===== src/rtl/instr_fetch_unit.sv =====
// instr_fetch_unit: holds the PC, fetches one 32-bit word at a time from
// instruction memory over a req/ack handshake, and hands it to decode with a
// valid/ready handshake. Execute-stage redirects flush any fetch in flight.
//
// Ports:
//   clk, rst         clock, asynchronous active-high reset
//   imem_req/addr    fetch request and word-aligned address (stable while req=1)
//   imem_ack/rdata   memory accept strobe and the fetched word in that cycle
//   redirect/target  taken branch/jump pulse and its new PC
//   instr_valid/rdy  decode handshake
//   instr/instr_pc   current instruction word and its address
//   pc_plus4         instr_pc + 4 (mod 2^32)
//   Op/func3/func7   decode fields sliced from instr
//   misalign_err     one-cycle pulse when a redirect target is not word-aligned
module instr_fetch_unit #(
  parameter logic [31:0] RESET_PC  = 32'h0000_0000,
  parameter logic [31:0] NOP_INSTR = 32'h0000_0013
) (
  input  logic        clk,
  input  logic        rst,
  output logic        imem_req,
  output logic [31:0] imem_addr,
  input  logic        imem_ack,
  input  logic [31:0] imem_rdata,
  input  logic        redirect,
  input  logic [31:0] redirect_target,
  output logic        instr_valid,
  input  logic        instr_ready,
  output logic [31:0] instr,
  output logic [31:0] instr_pc,
  output logic [31:0] pc_plus4,
  output logic [6:0]  Op,
  output logic [2:0]  func3,
  output logic [6:0]  func7,
  output logic        misalign_err
);

  typedef enum logic [1:0] {
    IDLE  = 2'd0,
    FETCH = 2'd1,
    HOLD  = 2'd2
  } state_t;

  state_t      state_q, state_d;
  logic [31:0] pc_q, pc_d;
  logic [31:0] addr_q, addr_d;
  logic        kill_q, kill_d;
  logic        valid_q, valid_d;
  logic [31:0] instr_q, instr_d;
  logic [31:0] ipc_q, ipc_d;
  logic        mis_q, mis_d;

  always_ff @(posedge clk or posedge rst) begin
    if (rst) begin
      state_q <= IDLE;
      pc_q    <= RESET_PC;
      addr_q  <= RESET_PC;
      kill_q  <= 1'b0;
      valid_q <= 1'b0;
      instr_q <= NOP_INSTR;
      ipc_q   <= RESET_PC;
      mis_q   <= 1'b0;
    end else begin
      state_q <= state_d;
      pc_q    <= pc_d;
      addr_q  <= addr_d;
      kill_q  <= kill_d;
      valid_q <= valid_d;
      instr_q <= instr_d;
      ipc_q   <= ipc_d;
      mis_q   <= mis_d;
    end
  end

  always_comb begin
    state_d = state_q;
    pc_d    = pc_q;
    kill_d  = kill_q;
    valid_d = valid_q;
    instr_d = instr_q;
    ipc_d   = ipc_q;
    mis_d   = redirect && (redirect_target[1:0] != 2'b00);

    unique case (state_q)
      IDLE:  state_d = FETCH;
      FETCH: begin
        if (imem_ack) begin
          if (kill_q) begin
            // Stale response for a pre-redirect address; pc already holds the target.
            kill_d = 1'b0;
          end else begin
            instr_d = imem_rdata;
            ipc_d   = pc_q;
            valid_d = 1'b1;
            state_d = HOLD;
          end
        end
      end
      HOLD: begin
        if (valid_q && instr_ready) begin
          pc_d    = ipc_q + 32'd4;
          valid_d = 1'b0;
          instr_d = NOP_INSTR;
          state_d = FETCH;
        end
      end
      default: state_d = IDLE;
    endcase

    // Redirect overrides everything above, including a same-cycle consume.
    if (redirect) begin
      pc_d    = redirect_target & ~32'h3;
      valid_d = 1'b0;
      instr_d = NOP_INSTR;
      state_d = FETCH;
      if (state_q == FETCH) begin
        if (imem_ack) begin
          // Request completed this cycle: drop it and idle one cycle before retargeting.
          kill_d  = 1'b0;
          state_d = IDLE;
        end else begin
          // Request still outstanding: address must stay put until it is acked.
          kill_d = 1'b1;
        end
      end
    end

    // A new address is launched only when no request is left outstanding.
    addr_d = addr_q;
    if (state_d == FETCH && !(state_q == FETCH && !imem_ack))
      addr_d = pc_d;
  end

  assign imem_req     = (state_q == FETCH);
  assign imem_addr    = addr_q;
  assign instr_valid  = valid_q;
  assign instr        = instr_q;
  assign instr_pc     = ipc_q;
  assign pc_plus4     = ipc_q + 32'd4;
  assign Op           = instr_q[6:0];
  assign func3        = instr_q[14:12];
  assign func7        = instr_q[31:25];
  assign misalign_err = mis_q;

endmodule

===== config.mk =====
export PLATFORM = sky130hd
export DESIGN_NAME = instr_fetch_unit
export DESIGN_NICKNAME = d
export VERILOG_FILES = /design/src/rtl/instr_fetch_unit.sv
export SDC_FILE = /design/constraint.sdc
export NUM_CORES = 1
export LEC_CHECK = 0
export BUFFER_PORTS_ARGS = -buffer_cell sky130_fd_sc_hd__buf_2
export CORE_ASPECT_RATIO = 1.75
export CORE_MARGIN = 5
export CORE_UTILIZATION = 30
export DETAILED_ROUTE_END_ITERATION = 10
export HOLD_SLACK_MARGIN = 0.12
export PLACE_DENSITY = 0.51
export SLEW_MARGIN = 5
export SYNTH_ARGS = -nofsm -noshare
export SYNTH_HDL_FRONTEND = slang
export SYNTH_SLANG_ARGS = --single-unit

===== constraint.sdc =====
create_clock -name clk -period 10.81 [get_ports clk]
set_input_delay 2.7025 -clock clk [delete_from_list [all_inputs] [get_ports clk]]
set_output_delay 2.7025 -clock clk [all_outputs]
set_load 0.02 [all_outputs]

* Yosys cells after proc, flatten, opt, wreduce, memory -nomap -nowiden
Cells that the tools add are included.
Widths: inputs -> output; s select.
** Word-level totals
- Register bits :: 133
- Bits of input ports :: 69
- Output and inout bits :: 148
- Logic and storage cells :: 52
** Operators by class
- Add/subtract/negate cells :: 1
- Equality and inequality tests :: 6
- Mux-type cells :: 25
- Bitwise operators :: 1
- Reduce and logical (&&, ||, !) cells :: 11
** Operators with widths (count)
- $mux 32 :: 7
- $pmux 32 s2 :: 1
- $add 32x3->32 const B :: 1
- $mux 1 :: 11
- $mux 2 :: 4
- $ne 3x3->1 const B :: 2
- $pmux 2 s3 :: 1
- $eq 2x1->1 const B :: 2
- $logic_and 1x1->1 :: 4
- $reduce_and 4->1 :: 1
- $ne 3x1->1 const B :: 1
- $reduce_and 3->1 :: 1
- $reduce_bool 3->1 :: 1
- $eq 2x2->1 const B :: 1
- $logic_not 1->1 :: 2
- $logic_not 2->1 :: 1
- $pmux 1 s2 :: 1
- $reduce_bool 2->1 :: 1
- $not 1->1 :: 1

* Logic depth before layout (Yosys ltp)
- Depth after elaboration :: 6
- Gate-level depth with buffers :: 8
- Mapped depth without buffers :: 6

* Least setup slack after synthesis
Ideal clock, no wire load.
- Path kind :: register to output
- From :: register ipc_q[15] (netlist: instr_pc[15])
- To :: output pc_plus4[25]
- Arrival time :: 1.883 ns
- Required time :: 8.108 ns
- Setup slack :: 6.225 ns
- Stages on the path, launching flop included :: 7
- Buffers on the path :: 1
- Cells stage by stage :: dfrtp_1 > buf_2 > nand4_2 > or4_4 > nor3_2 > xnor2_1 > inv_1
** On the way
- Longest elaborated chain between the ends :: 1
** Ends and longest elaborated chain
- start: declaration :: line 50 : logic [31:0] ipc_q, ipc_d;
- start signal: assignment :: line 70 : ipc_q <= ipc_d;
- $add 32x3->32 :: line 139 : assign pc_plus4 = ipc_q + 32'd4;
- end: declaration :: line 31 : output logic [31:0] pc_plus4,
No other way between the ends.

* Worst setup path in the final report
- From :: register ipc_q[2] (netlist: instr_pc[2])
- To :: output pc_plus4[26]
Same word-level chain as after synthesis.

==> results.sh <==
export IMPL_drcViolationCount=0
export IMPL_clkTransAtPathRegs_ps=60
export IMPL_die_y_um=202
export IMPL_power_leakage_nw=4.07
export IMPL_period_needed_ps=5260
export IMPL_place_detailed_hpwl_um=14900
export IMPL_grt_pass1_wl_um=32200
export IMPL_run_status="finished, final reports clean"
export IMPL_crit_type="flip-flop to output pin"
export IMPL_ant_nets=0
export IMPL_dieArea_um2=24100
export IMPL_ys_warn_count=0
export IMPL_critPathMaxFanout=7
export IMPL_ys_seq_elements=133
export IMPL_htreeDepth=4
export IMPL_route_met3_wl_um=1130
export IMPL_final_max_slew_viol_count=0
export IMPL_irDropWorstVdd_mv=0.101
export IMPL_hold_buffers=0
export IMPL_arrival_ps=2550
export IMPL_grtUsageTotal_pct=17.3
export IMPL_drtIter0Drc=396
export IMPL_cap_violations=0
export IMPL_diodes=0
export IMPL_cts_buffers=17
export IMPL_final_cell_mix="buf_2, nand2_1, dfrtp_1"
export IMPL_avgSynthCellArea_um2=10.2
export IMPL_synthArstFlopShare_pct=100
export IMPL_grt_overflow=0
export IMPL_ys_seq_area_share_pct=52.9
export IMPL_first_global_vias=5551
export IMPL_portBuffers=216
export IMPL_rows=70
export IMPL_first_pass_iters=5
export IMPL_synth_nets=690
export IMPL_cp_slowest_cell="nor2_1"
export IMPL_syn_inst=620
export IMPL_dr_wl_met2_um=11400
export IMPL_reg2reg_from="instr_pc[2]"
export IMPL_nets=880
export IMPL_coreArea_um2=20800
export IMPL_drive_above_1_share_pct=36.1
export IMPL_crit_path_end_kind="output pin"
export IMPL_area_growth_pct=27.5
export IMPL_layout_commonest_cell="buf_2"
export IMPL_crit_required_ps=8110
export IMPL_holdWs_ps=466
export IMPL_postCtsSetupRepairBufs=0
export IMPL_synth_cell_area_um2=6290
export IMPL_clkLatencyLatePin_ps=420
export IMPL_place_gp_congestion=0.828
export IMPL_clockRootBuffer="clkbuf_16"
export IMPL_cp_cell_sequence="ha_1, nand3_1, nor2_1, nand3_1, xor2_1, inv_1, buf_2"
export IMPL_setup_viol=0
export IMPL_vias=5332
export IMPL_skew_ps=8.30
export IMPL_synth_top_flop_cell="dfrtp_1"
export IMPL_finalInstanceArea_um2=8020
export IMPL_clock_fmax_ghz=0.190
export IMPL_routed_wl_um=20800
export IMPL_hold_path_class="flip-flop to flip-flop"
export IMPL_max_slew_margin_pct=35.3
export IMPL_worstSetupStartpoint="instr_pc[2]"
export IMPL_cts_resized=0
export IMPL_routed_top_layer="met5"
export IMPL_grt_max_degree=73
export IMPL_dpl_instance_area_um2=7470
export IMPL_worst_pin_slew_ps=971
export IMPL_synth_edf_count=0
export IMPL_cts_max_path_buffers=2
export IMPL_start_util_pct=30.3
export IMPL_cts_tree="done"
export IMPL_routedWlPerCell_um=19.3
export IMPL_worstHoldStart="pc_q[27]"
export IMPL_clkSinkCount=133
export IMPL_hold_viol=0
export IMPL_drt_met1_wl_um=7730
export IMPL_n_fill_cell=2117
export IMPL_cpMostUsedCell="nand3_1"
export IMPL_finalCritPeriodShare_pct=48.6
export IMPL_cpPeakStageDelay_ps=460
export IMPL_power_mw=2.27
export IMPL_die_x_um=120
export IMPL_io_pin_count=217
export IMPL_viasPerCell=4.96
export IMPL_yosysUniqueCellTypes=62
export IMPL_setup_tns_ps=0
export IMPL_powerDensity_nw_per_um2=282
export IMPL_antenna_found_initial=1
export IMPL_grt_setup_unrepaired="false"
export IMPL_cp_start_kind="flip-flop"
-- flip-flops by register name, indices dropped and copies added, names as in the netlist, named ones only --
signal        flops
imem_addr        32
instr            32
instr_pc         32
pc_q             32
state_q           2
instr_valid       1
misalign_err      1
-- area by class of cell --
cell class | count | area [um^2] | area share, %
Clock inverter | 15 | 133 | 1.65
Multi-Input combinational cell | 414 | 2590 | 32.3
Clock buffer | 17 | 425 | 5.30
Tap cell | 252 | 315 | 3.93
Sequential cell | 133 | 3330 | 41.5
Timing Repair Buffer | 226 | 1160 | 14.4
Inverter | 18 | 72.6 | 0.904
-- critical path, delay by kind of cell (launching register included) --
family	cells	cell delay (ps)
XOR/XNOR	1	340
adder cells (fa/ha/maj)	1	310
buffers and inverters	2	220
flip-flops	1	450
AND/OR/NAND/NOR	3	800
-- where the power goes --
part | internal (mW) | switching [mW]
clock | 0.317 | 0.231
sequential | 0.644 | 0.162
combinational | 0.317 | 0.595
total | 1.28 | 0.988
-- routing by layer --
metal	GRT usage, %	up-vias
met4	6.72	2
met3	4.19	26
met5	0	-
met1	18.8	2600
li1	-	2535
met2	32.0	169
-- kinds of logic (layout without fill, tap and decap cells) --
logic type      after synthesis  after routing  synth area share, %
compound gates              129            129                 14.5
fa+ha+maj                     1              1                0.199
flops                       133            133                 52.9
simple gates                231            231                 17.7
mux                          28             28                 4.83
xor+xnor                     25             25                 3.48
buf+inv                      73            276                 6.32
-- through the flow --
stage	utilization (%)	setup slack (ps)	cells
after floorplan	-	4560	620
after global placement	36.0	6070	1043
after detailed placement	36.0	5950	1043
after CTS	38.7	5490	1075
after global routing	38.7	5290	1075
final	38.7	5550	1075
-- cells in the mapped netlist, types with 6 or more instances --
library cell / n / area, um^2
a21oi_1: 21 / 105
a221o_1: 6 / 60.1
a22o_1: 29 / 254
and3_1: 10 / 62.6
buf_2: 8 / 40.0
buf_4: 20 / 150
clkbuf_1: 20 / 75.1
dfrtp_1: 130 / 3250
inv_1: 18 / 67.6
mux2_2: 19 / 214
mux2i_1: 9 / 90.1
nand2_1: 135 / 507
nand3_1: 15 / 75.1
nand4_1: 10 / 62.6
nor2_1: 23 / 86.3
o21ai_0: 23 / 115
o21ai_1: 7 / 35.0
xnor2_1: 13 / 114
xor2_1: 12 / 105
-- final timing paths --
| check | to | slack, ps | cells past startpoint |
|---|---|---|---|
| min in group asynchronous | instr[5] | 2350 | 2 |
| hold reg to reg | instr_pc[27] | 470 | 2 |
| setup / recovery | pc_plus4[26] | 5550 | 7 |
| hold / removal | instr_pc[27] | 470 | 2 |
| max in group asynchronous | instr[26] | 7060 | 3 |
| setup reg to reg | imem_addr[14] | 8430 | 6 |
No activity file was read; power rests on OpenSTA's default activity.
